[config.mk]
export PLATFORM = sky130hd
export DESIGN_NAME = vdp_reg_write_port_flat
export DESIGN_NICKNAME = d
export VERILOG_FILES = /design/src/rtl/vdp_pkg.sv /design/src/rtl/vdp_reg_write_port_if.sv /design/src/rtl/vdp_reg_write_fifo.sv /design/src/rtl/vdp_reg_write_port.sv /design/src/flat_wrapper.sv
export SDC_FILE = /design/constraint.sdc
export NUM_CORES = 1
export LEC_CHECK = 0
export ABC_AREA = 1
export BUFFER_PORTS_ARGS = -buffer_cell sky130_fd_sc_hd__buf_2
export CORE_AREA = 10 10 134 136
export CTS_CLUSTER_DIAMETER = 100
export CTS_CLUSTER_SIZE = 8
export DETAILED_ROUTE_END_ITERATION = 8
export DIE_AREA = 0 0 144 146
export PLACE_DENSITY_LB_ADDON = 0.25
export SYNTH_ARGS = -nofsm -noshare
export SYNTH_HDL_FRONTEND = slang
export SYNTH_HIERARCHICAL = 1
export SYNTH_SLANG_ARGS = --single-unit
export TNS_END_PERCENT = 5
[constraint.sdc]
create_clock -name clk -period 6.9 [get_ports clk]
set_input_delay 1.035 -clock clk [delete_from_list [all_inputs] [get_ports clk]]
set_output_delay 1.035 -clock clk [all_outputs]
set_load 0.02 [all_outputs]
[src/rtl/vdp_pkg.sv]
// Shared VDP definitions.
// Register-file geometry and the copper op encodings used by vdp_copper and
// the register write port.
package vdp_pkg;

  localparam int unsigned VDP_REG_ADDR_W = 6;
  localparam int unsigned VDP_REG_DATA_W = 16;

  typedef enum logic [1:0] {
    CopOpMove = 2'd0,
    CopOpWait = 2'd1,
    CopOpSkip = 2'd2,
    CopOpEnd  = 2'd3
  } copper_op_e;

endpackage

[src/rtl/vdp_reg_write_port_if.sv]
// Register write port bus bundle.
// Carries the copper write stream, the host write handshake, the register file
// write port and the debug status (overflow, fifo_level).
//   master: copper/host side plus register file/debug observer.
//   slave : vdp_reg_write_port.
interface vdp_reg_write_port_if
  import vdp_pkg::*;
#(
  parameter int unsigned DEPTH  = 4,
  parameter int unsigned ADDR_W = VDP_REG_ADDR_W,
  parameter int unsigned DATA_W = VDP_REG_DATA_W
);
  localparam int unsigned LEVEL_W = $clog2(DEPTH) + 1;

  logic [ADDR_W-1:0]  copper_write_address;
  logic [DATA_W-1:0]  copper_write_data;
  logic               copper_write_en;
  logic               copper_write_ready;
  logic [ADDR_W-1:0]  host_write_address;
  logic [DATA_W-1:0]  host_write_data;
  logic               host_write_en;
  logic               host_write_ready;
  logic [ADDR_W-1:0]  reg_address;
  logic [DATA_W-1:0]  reg_data;
  logic               reg_write_en;
  logic               overflow;
  logic [LEVEL_W-1:0] fifo_level;

  modport master (
    output copper_write_address, copper_write_data, copper_write_en,
    output host_write_address, host_write_data, host_write_en,
    input  copper_write_ready, host_write_ready,
    input  reg_address, reg_data, reg_write_en, overflow, fifo_level
  );

  modport slave (
    input  copper_write_address, copper_write_data, copper_write_en,
    input  host_write_address, host_write_data, host_write_en,
    output copper_write_ready, host_write_ready,
    output reg_address, reg_data, reg_write_en, overflow, fifo_level
  );

endinterface

[src/rtl/vdp_reg_write_fifo.sv]
// Copper write FIFO.
// Synchronous FIFO of DEPTH entries (power of two). A push while full is only
// accepted when a pop happens in the same cycle.
//   clk, reset : clock, synchronous active-high reset (flushes contents)
//   push       : write push_data (ignored when full and not popping)
//   pop        : drop the head entry (ignored when empty)
//   head       : oldest entry
//   count      : entries held, 0..DEPTH
//   full/empty : status
module vdp_reg_write_fifo #(
  parameter int unsigned DEPTH = 4,
  parameter int unsigned WIDTH = 22,
  localparam int unsigned PTR_W   = $clog2(DEPTH),
  localparam int unsigned LEVEL_W = $clog2(DEPTH) + 1
) (
  input  logic               clk,
  input  logic               reset,
  input  logic               push,
  input  logic               pop,
  input  logic [WIDTH-1:0]   push_data,
  output logic [WIDTH-1:0]   head,
  output logic [LEVEL_W-1:0] count,
  output logic               full,
  output logic               empty
);

  logic [WIDTH-1:0]   mem_q [DEPTH];
  logic [PTR_W-1:0]   wr_ptr_q, rd_ptr_q;
  logic [LEVEL_W-1:0] count_d, count_q;
  logic               push_ok, pop_ok;

  always_comb begin
    full    = (count_q == LEVEL_W'(DEPTH));
    empty   = (count_q == '0);
    pop_ok  = pop && !empty;
    push_ok = push && (!full || pop_ok);
    count_d = count_q;
    unique case ({push_ok, pop_ok})
      2'b10:   count_d = count_q + 1'b1;
      2'b01:   count_d = count_q - 1'b1;
      default: count_d = count_q;
    endcase
  end

  // Pointers wrap naturally since DEPTH is a power of two.
  always_ff @(posedge clk) begin
    if (reset) begin
      wr_ptr_q <= '0;
      rd_ptr_q <= '0;
      count_q  <= '0;
    end else begin
      if (push_ok) wr_ptr_q <= wr_ptr_q + 1'b1;
      if (pop_ok)  rd_ptr_q <= rd_ptr_q + 1'b1;
      count_q <= count_d;
    end
  end

  always_ff @(posedge clk) begin
    if (push_ok && !reset) mem_q[wr_ptr_q] <= push_data;
  end

  assign head  = mem_q[rd_ptr_q];
  assign count = count_q;

endmodule

[src/rtl/vdp_reg_write_port.sv]
// VDP register write port.
// Serializes buffered copper writes and handshaked host writes onto the single
// register file write port. Copper wins unless the host has waited through
// STARVE_LIMIT copper commits, in which case the host takes the next slot.
//   clk, reset : clock, synchronous active-high reset
//   bus        : copper stream, host handshake, registered register file
//                write port, sticky overflow and fifo_level debug
module vdp_reg_write_port
  import vdp_pkg::*;
#(
  parameter int unsigned DEPTH        = 4,
  parameter int unsigned ADDR_W       = VDP_REG_ADDR_W,
  parameter int unsigned DATA_W       = VDP_REG_DATA_W,
  parameter int unsigned STARVE_LIMIT = 4
) (
  input logic                 clk,
  input logic                 reset,
  vdp_reg_write_port_if.slave bus
);

  localparam int unsigned LEVEL_W  = $clog2(DEPTH) + 1;
  localparam int unsigned ENTRY_W  = ADDR_W + DATA_W;
  localparam int unsigned STARVE_W = $clog2(STARVE_LIMIT + 1);
  localparam logic [STARVE_W-1:0] StarveMax = STARVE_W'(STARVE_LIMIT);
  // Ready leaves one entry of margin for a writer that strobes a cycle late.
  localparam logic [LEVEL_W-1:0]  ReadyMax  = LEVEL_W'(DEPTH - 2);

  logic [ENTRY_W-1:0]  fifo_head;
  logic [LEVEL_W-1:0]  fifo_count;
  logic                fifo_full, fifo_empty;
  logic                host_forced, grant_fifo, grant_host;
  logic [STARVE_W-1:0] starve_d, starve_q;
  logic                reg_we_d, reg_we_q;
  logic [ADDR_W-1:0]   reg_addr_d, reg_addr_q;
  logic [DATA_W-1:0]   reg_data_d, reg_data_q;
  logic                overflow_d, overflow_q;

  vdp_reg_write_fifo #(
    .DEPTH(DEPTH),
    .WIDTH(ENTRY_W)
  ) u_fifo (
    .clk      (clk),
    .reset    (reset),
    .push     (bus.copper_write_en),
    .pop      (grant_fifo),
    .push_data({bus.copper_write_address, bus.copper_write_data}),
    .head     (fifo_head),
    .count    (fifo_count),
    .full     (fifo_full),
    .empty    (fifo_empty)
  );

  always_comb begin
    host_forced = (starve_q == StarveMax) && bus.host_write_en;
    grant_fifo  = !reset && !fifo_empty && !host_forced;
    grant_host  = !reset && !grant_fifo && bus.host_write_en;

    starve_d = starve_q;
    if (!bus.host_write_en || grant_host) begin
      starve_d = '0;
    end else if (grant_fifo && (starve_q != StarveMax)) begin
      starve_d = starve_q + 1'b1;
    end

    reg_we_d   = grant_fifo || grant_host;
    reg_addr_d = reg_addr_q;
    reg_data_d = reg_data_q;
    if (grant_fifo) begin
      {reg_addr_d, reg_data_d} = fifo_head;
    end else if (grant_host) begin
      reg_addr_d = bus.host_write_address;
      reg_data_d = bus.host_write_data;
    end

    // A push into a full FIFO survives only if the head leaves this cycle.
    overflow_d = overflow_q || (bus.copper_write_en && fifo_full && !grant_fifo);
  end

  always_ff @(posedge clk) begin
    if (reset) begin
      starve_q   <= '0;
      reg_we_q   <= 1'b0;
      reg_addr_q <= '0;
      reg_data_q <= '0;
      overflow_q <= 1'b0;
    end else begin
      starve_q   <= starve_d;
      reg_we_q   <= reg_we_d;
      reg_addr_q <= reg_addr_d;
      reg_data_q <= reg_data_d;
      overflow_q <= overflow_d;
    end
  end

  assign bus.host_write_ready   = grant_host;
  assign bus.copper_write_ready = (fifo_count <= ReadyMax);
  assign bus.reg_write_en       = reg_we_q;
  assign bus.reg_address        = reg_addr_q;
  assign bus.reg_data           = reg_data_q;
  assign bus.overflow           = overflow_q;
  assign bus.fifo_level         = fifo_count;

endmodule

[src/flat_wrapper.sv]
// flat-port wrapper written by rule: the top's interface ports become plain ports
module vdp_reg_write_port_flat import vdp_pkg::*;
#(
  parameter int unsigned DEPTH        = 4,
  parameter int unsigned ADDR_W       = VDP_REG_ADDR_W,
  parameter int unsigned DATA_W       = VDP_REG_DATA_W,
  parameter int unsigned STARVE_LIMIT = 4
)
  (clk, reset, bus_copper_write_address, bus_copper_write_data, bus_copper_write_en, bus_host_write_address, bus_host_write_data, bus_host_write_en, bus_copper_write_ready, bus_host_write_ready, bus_reg_address, bus_reg_data, bus_reg_write_en, bus_overflow, bus_fifo_level);
  vdp_reg_write_port_if #(.DEPTH(DEPTH), .ADDR_W(ADDR_W), .DATA_W(DATA_W)) bus_i ();
  input logic clk;
  input logic reset;
  input wire logic [$bits(bus_i.copper_write_address)-1:0] bus_copper_write_address;
  input wire logic [$bits(bus_i.copper_write_data)-1:0] bus_copper_write_data;
  input wire logic [$bits(bus_i.copper_write_en)-1:0] bus_copper_write_en;
  input wire logic [$bits(bus_i.host_write_address)-1:0] bus_host_write_address;
  input wire logic [$bits(bus_i.host_write_data)-1:0] bus_host_write_data;
  input wire logic [$bits(bus_i.host_write_en)-1:0] bus_host_write_en;
  output wire logic [$bits(bus_i.copper_write_ready)-1:0] bus_copper_write_ready;
  output wire logic [$bits(bus_i.host_write_ready)-1:0] bus_host_write_ready;
  output wire logic [$bits(bus_i.reg_address)-1:0] bus_reg_address;
  output wire logic [$bits(bus_i.reg_data)-1:0] bus_reg_data;
  output wire logic [$bits(bus_i.reg_write_en)-1:0] bus_reg_write_en;
  output wire logic [$bits(bus_i.overflow)-1:0] bus_overflow;
  output wire logic [$bits(bus_i.fifo_level)-1:0] bus_fifo_level;
  assign bus_i.copper_write_address = bus_copper_write_address;
  assign bus_i.copper_write_data = bus_copper_write_data;
  assign bus_i.copper_write_en = bus_copper_write_en;
  assign bus_i.host_write_address = bus_host_write_address;
  assign bus_i.host_write_data = bus_host_write_data;
  assign bus_i.host_write_en = bus_host_write_en;
  assign bus_copper_write_ready = bus_i.copper_write_ready;
  assign bus_host_write_ready = bus_i.host_write_ready;
  assign bus_reg_address = bus_i.reg_address;
  assign bus_reg_data = bus_i.reg_data;
  assign bus_reg_write_en = bus_i.reg_write_en;
  assign bus_overflow = bus_i.overflow;
  assign bus_fifo_level = bus_i.fifo_level;
  vdp_reg_write_port #(.DEPTH(DEPTH), .ADDR_W(ADDR_W), .DATA_W(DATA_W), .STARVE_LIMIT(STARVE_LIMIT)) u_core (.clk(clk), .reset(reset), .bus(bus_i));
endmodule
==> reports/metrics.csv, run 1 <==
metric,value,unit
clkLatencyLatePin,0.42,ns
fin_util,0.408,
synth.cell_area,5270,sq um
maxCapViolations,0,
grt_usage,0.124,
path_common_cell,buf_2,
dp_hpwl,8470,um
fin_crit,3.64,ns
crit_path_end_kind,output port,
fin_nets,621,
yosysTopAreaCell,edfxtp_1,
synthDistinctLibCells,29,
dr.pass1.iters,5,
finClkSkew,0.00612,ns
synth.most_common_cell,edfxtp_1,
grt_start_max_net_pins,46,
ys.flop_type,edfxtp_1,
cp_max_fo,31,
critPathBufInv,3,
viasPerCell,4.80,
hold_buffers,0,
cts_max_level,4,
ys_warn_count,6,
multiInputGateArea,1500,sq um
fillers,1478,
setup-tns-final,0,ns
worstMarginPinSlew,0.887,ns
wl,12800,um
postCtsSetupBuffers,0,
rsz0062_at_grt,no,
start_util,0.340,
io_pins,77,
slew_viol_final,0,
die_w,144,um
post_cts_resize_count,0,
core-area,15500,sq um
avgRoutedWirePerCell,16.6,um
syn_inst,491,
synth_top_area_frac,0.501,
critPathTopFamily,simple AND/OR/NAND/NOR gates,
netlist_top_cells_area,"edfxtp_1 50%, dfxtp_1 14%, nor2_1 5.2%, nand3_1 4.0%, o21ai_0 3.4%",
drtAntennaViolNets,0,
dieArea,21000,sq um
place_congestion,0.802,
cts_buffers,17,
fin_ws,3.26,ns
clkSinkCount,124,
ys_seq_area_frac,0.638,
status,"complete, no violations",
seqCellArea,3360,sq um
diodes,0,
layout-drive-gt1-share,0.225,
hp-class,reg -> reg,
grt_pass1_vias,3684,
synth_common_cells,"88 x edfxtp_1, 73 x nor2_1, 48 x nand2_1, 46 x inv_1, 42 x nand3_1",
synth_fp_nets,547,
clk_pin_slew,0.05,ns
timing.fmax,274,MHz
antenna_found_initial,0,
vdd_drop_max,0.191,mV
finalSetupViolations,0,
dp_slack,3.23,ns
cts_tree,built,
drtIter0Drc,353,
max_stage_delay,0.51,ns
cp-start-kind,primary input,
grt_overflow_total,0,
clockBufferDepth,2,
grt_pass1_wl,20100,um
synthToLayoutAreaGrowth,19.7,%
avgSynthCellArea,10.7,sq um
port_buffers,76,
cp_data_arrival_time,2.61,ns
worst-setup-path-type,in -> out,
ys_seq_elements,124,
relSlewSlack,0.408,
synth_edf_count,88,
async_flop_share,0,
p_leak,2.55,nW
powerDensity,364,nW/um^2
hold_violations,0,
drc,0,
slowest_stage,nand3_2,
crit_chain,buf_2 -> nand3_2 -> nand2_4 -> inv_1 -> nor3_1 -> buf_2,
die_h,146,um
vias,3695,
cp.required,5.86,ns
row_count,46,
post-route-period-util,0.528,
cts_root_buf,clkbuf_16,
## logic make-up after synthesis
kind of cell               after synthesis  synth area share
buffers and inverters                   77            0.0786
and+or+nand+nor                        189             0.164
xor gates and xnor gates                 1           0.00166
DFF                                    124             0.638
AOI/OAI and AO/OA                       92            0.0968
adders and majority gates                8            0.0204
## metrics by stage
step	hold slack (ns)	cell area [sq um]	power (mW)	cells
after CTS	0.455	6310	2.31	770
final	0.454	6310	2.30	770
after global placement	0.425	5720	1.42	738
after global routing	0.485	6310	2.41	770
after detailed placement	0.449	5720	1.43	738
after floorplan	0.417	5270	1.31	491
## metal layers
metal | track usage | share of wire | wire, um
met3 | 0.0349 | 0.054 | 691
met1 | 0.155 | 0.46 | 5820
met5 | 0 | 0 | 0
met2 | 0.193 | 0.47 | 6020
met4 | 0.0572 | 0.019 | 242
## power by group
| group | internal [mW] | switching [mW] |
|---|---|---|
| combinational | 0.156 | 0.346 |
| clock | 0.566 | 0.317 |
| sequential | 0.871 | 0.0401 |
| total | 1.59 | 0.703 |
## area by class of cell
cell class | count | area share
well taps | 192 | 0.0381
flip-flops and latches | 124 | 0.533
inverters | 51 | 0.0315
multi-input cells | 290 | 0.238
clock buffers | 21 | 0.0698
repair buffers | 81 | 0.0662
clock inverters | 11 | 0.0230
## layout by cell type (no fill, tap or decap), types with 2 or more instances in the layout
cell type / netlist / final
a21oi_1: 12 / 12
a21oi_2: 3 / 3
buf_2: 10 / 76
buf_4: 5 / 5
bufinv_16: 0 / 3
clkbuf_1: 1 / 4
clkbuf_16: 0 / 17
clkinv_1: 0 / 2
clkinv_4: 0 / 4
dfxtp_1: 36 / 36
edfxtp_1: 88 / 88
ha_1: 7 / 7
inv_1: 46 / 46
inv_2: 4 / 4
nand2_1: 48 / 48
nand2_2: 2 / 2
nand3_1: 42 / 42
nand3_2: 4 / 4
nand3b_1: 14 / 14
nor2_1: 73 / 69
nor2_2: 2 / 6
nor3_1: 2 / 2
o21ai_0: 36 / 36
o21ai_1: 18 / 18
o22ai_1: 22 / 22
## sequential cells by signal, summed over array words and instances (netlist names), 2 cells and up, named ones only
| register | cells |
|---|---|
| u_core/bus.reg_address | 6 |
| u_core/u_fifo/wr_ptr_q | 2 |
| u_core/starve_q | 3 |
| u_core/u_fifo/mem_q | 88 |
| u_core/u_fifo/rd_ptr_q | 2 |
| u_core/bus.reg_data | 16 |
| u_core/u_fifo/count | 3 |
## worst paths after layout
| check | startpoint | end | slack [ns] | cells after the start |
|---|---|---|---|---|
| max | bus_host_write_en | bus_host_write_ready | 3.26 | 6 |
| min | u_core/starve_q[0] | u_core/starve_q[0] | 0.45 | 1 |
| max reg2reg | u_core/u_fifo/count[1] | u_core/u_fifo/mem_q[3][4] | 3.85 | 11 |
| min reg2reg | u_core/starve_q[0] | u_core/starve_q[0] | 0.45 | 1 |
(Power assumes the default switching activity.)
==> run 2, diff against run 1 <==
Clock period 6.9 ns to 3.5 ns, I/O delays scaled along.
==> run 2 against run 1 <==
Worst setup slack worse by 2.3 ns. Final cell count is 0.78% higher. Register-to-register slack worse by 2.9 ns. Power is 95% higher. Worst hold slack worse by 0.12 ns. Clock power is 91% higher. Critical path depth is 12 higher. Clock skew hardly changed. Wire length is 0.92% lower. Via count is 0.14% higher. Combinational power is 95% higher. Largest power group unchanged. Highest routed layer unchanged.
==> reports/metrics.csv, run 2 (synthesized netlist as in run 1, its figures left out) <==
metric,value,unit,change
dieArea,21000,sq um,unchanged
clkLatencyLatePin,0.41,ns,was 0.42 ns
cp_data_arrival_time,2.86,ns,was 2.61 ns
status,"complete, no violations",,unchanged
fin_ws,0.945,ns,was 3.26 ns
drtIter0Drc,185,,was 353
power.share.sequential,0.405,,was 0.397
finalNonFillerCells,776,,was 770
vdd_drop_max,0.368,mV,was 0.191 mV
port_buffers,76,,unchanged
clkPwrFrac,0.377,,was 0.385
fillers,1497,,was 1478
dr.pass1.iters,4,,was 5
drc,0,,unchanged
grt_usage,0.124,,about the same
powerDensity,707,nW/um^2,was 364 nW/um^2
start_util,0.340,,unchanged
dp_slack,0.941,ns,was 3.23 ns
crit_path_end_kind,flip-flop,,was output port
cts_tree,built,,unchanged
cts_buffers,17,,unchanged
io_pins,77,,unchanged
row_count,46,,unchanged
timing.fmax,391,MHz,
power.internal,3.14,mW,was 1.59 mW
layout_commonest_cell,edfxtp_1,,unchanged
vias,3700,,was 3695
post-route-period-util,0.730,,
slew_viol_final,0,,unchanged
postCtsSetupBuffers,0,,unchanged
grt_start_max_net_pins,45,,was 46
post_cts_resize_count,0,,unchanged
fin_nets,626,,was 621
top_register,u_core/u_fifo/mem_q,,unchanged
hp-class,in -> reg,,was reg -> reg
max_stage_delay,0.37,ns,was 0.51 ns
grt_pass1_wl,20200,um,was 20100 um
finalSetupViolations,0,,unchanged
drtAntennaViolNets,0,,unchanged
swShare,0.298,,was 0.306
maxCapViolations,0,,unchanged
clkSinkCount,124,,unchanged
switching_power,1.33,mW,was 703 uW
critPathTopFamily,simple AND/OR/NAND/NOR gates,,unchanged
die_w,144,um,unchanged
viasPerCell,4.77,,was 4.80
rsz0062_at_grt,no,,unchanged
finClkSkew,0.00644,ns,was 0.00612 ns
cts_max_level,4,,unchanged
grt_overflow_total,0,,unchanged
most-common-layout-cells,"88 x edfxtp_1, 76 x buf_2, 69 x nor2_1, 48 x nand2_1, 46 x inv_1",,unchanged
avgRoutedWirePerCell,16.3,um,was 16.6 um
clockBufferDepth,2,,unchanged
hold_buffers,0,,unchanged
die_h,146,um,unchanged
dp_hpwl,8600,um,was 8470 um
wl,12700,um,was 12800 um
place_congestion,0.801,,was 0.802
synthToLayoutAreaGrowth,20.1,%,was 19.7%
fin_util,0.409,,was 0.408
relSlewSlack,0.438,,was 0.408
crit_chain,nor2_2 -> nand2_2 -> inv_1 -> nor2_4 -> nand2_4 -> inv_1 -> inv_1 -> nand3_2 -> nand2_1 -> ha_1 -> inv_1 -> fa_1 -> inv_1 -> nand2_1 -> nand3_1 -> nand2_1 -> nand2_1 -> nor2_1,,was buf_2 -> nand3_2 -> nand2_4 -> inv_1 -> nor3_1 -> buf_2
critPathBufInv,5,,was 3
cp-start-kind,flip-flop,,was primary input
hold_violations,0,,unchanged
dp_cells,743,,was 738
p_leak,2.57,nW,was 2.55 nW
worstMarginPinSlew,0.842,ns,was 0.887 ns
largest_reg_flops,88,,unchanged
whs,0.333,ns,was 0.454 ns
core-area,15500,sq um,unchanged
setup-tns-final,0,ns,unchanged
grt_pass1_vias,3792,,was 3684
clk_pin_slew,0.05,ns,about the same
cts_root_buf,clkbuf_16,,unchanged
layout-drive-gt1-share,0.230,,was 0.225
worst-setup-path-type,reg -> reg,,was in -> out
path_common_cell,inv_1,,was buf_2
cp_max_fo,16,,was 31
slowest_stage,fa_1,,was nand3_2
cp.required,3.80,ns,was 5.86 ns
antenna_found_initial,1,,was 0
fin_crit,2.55,ns,
combPwrFrac,0.218,,about the same
run 2: stage by stage:
step                      power (mW)  cell area [sq um]
after floorplan                 2.58               5270
after global routing            4.72               6330
after CTS                       4.53               6330
after detailed placement        2.83               5760
after global placement          2.81               5760
final                           4.48               6330
run 2: cell type report:
class	count	area, sq um	area share
clock inverters	10	123	0.0194
repair buffers	86	455	0.0719
clock buffers	22	444	0.0702
well taps	192	240	0.0379
diodes	1	2.50	0.000395
inverters	51	199	0.0314
flip-flops and latches	124	3360	0.531
multi-input cells	290	1500	0.238
run 2: worst paths after layout:
| kind | cells past startpoint | slack [ns] | startpoint | end |
|---|---|---|---|---|
| max | 18 | 0.95 | u_core/u_fifo/count[1] | u_core/u_fifo/count[2] |
| max reg2reg | 18 | 0.95 | u_core/u_fifo/count[1] | u_core/u_fifo/count[2] |
| min reg2reg | 1 | 0.46 | u_core/starve_q[0] | u_core/starve_q[0] |
| min | 1 | 0.33 | bus_copper_write_data[9] | u_core/u_fifo/mem_q[0][9] |
run 2: power groups by stage:
| stage | clock network [mW] | logic, mW | registers (mW) |
|---|---|---|---|
| 2_1_floorplan | 0 | 0.655 | 1.92 |
| 3_3_place_gp | 0 | 0.969 | 1.84 |
| 3_5_place_dp | 0 | 0.987 | 1.84 |
| 4_1_cts | 1.72 | 0.991 | 1.82 |
| 5_1_grt | 1.79 | 1.09 | 1.83 |
| 6_report | 1.69 | 0.976 | 1.81 |
run 2: layer usage:
layer | vias to the layer above | wire length [um] | GRT usage
li1 | 1846 | - | -
met1 | 1751 | 5750 | 0.150
met2 | 84 | 5950 | 0.197
met3 | 19 | 736 | 0.0352
met4 | 0 | 229 | 0.0592
met5 | - | 0 | 0
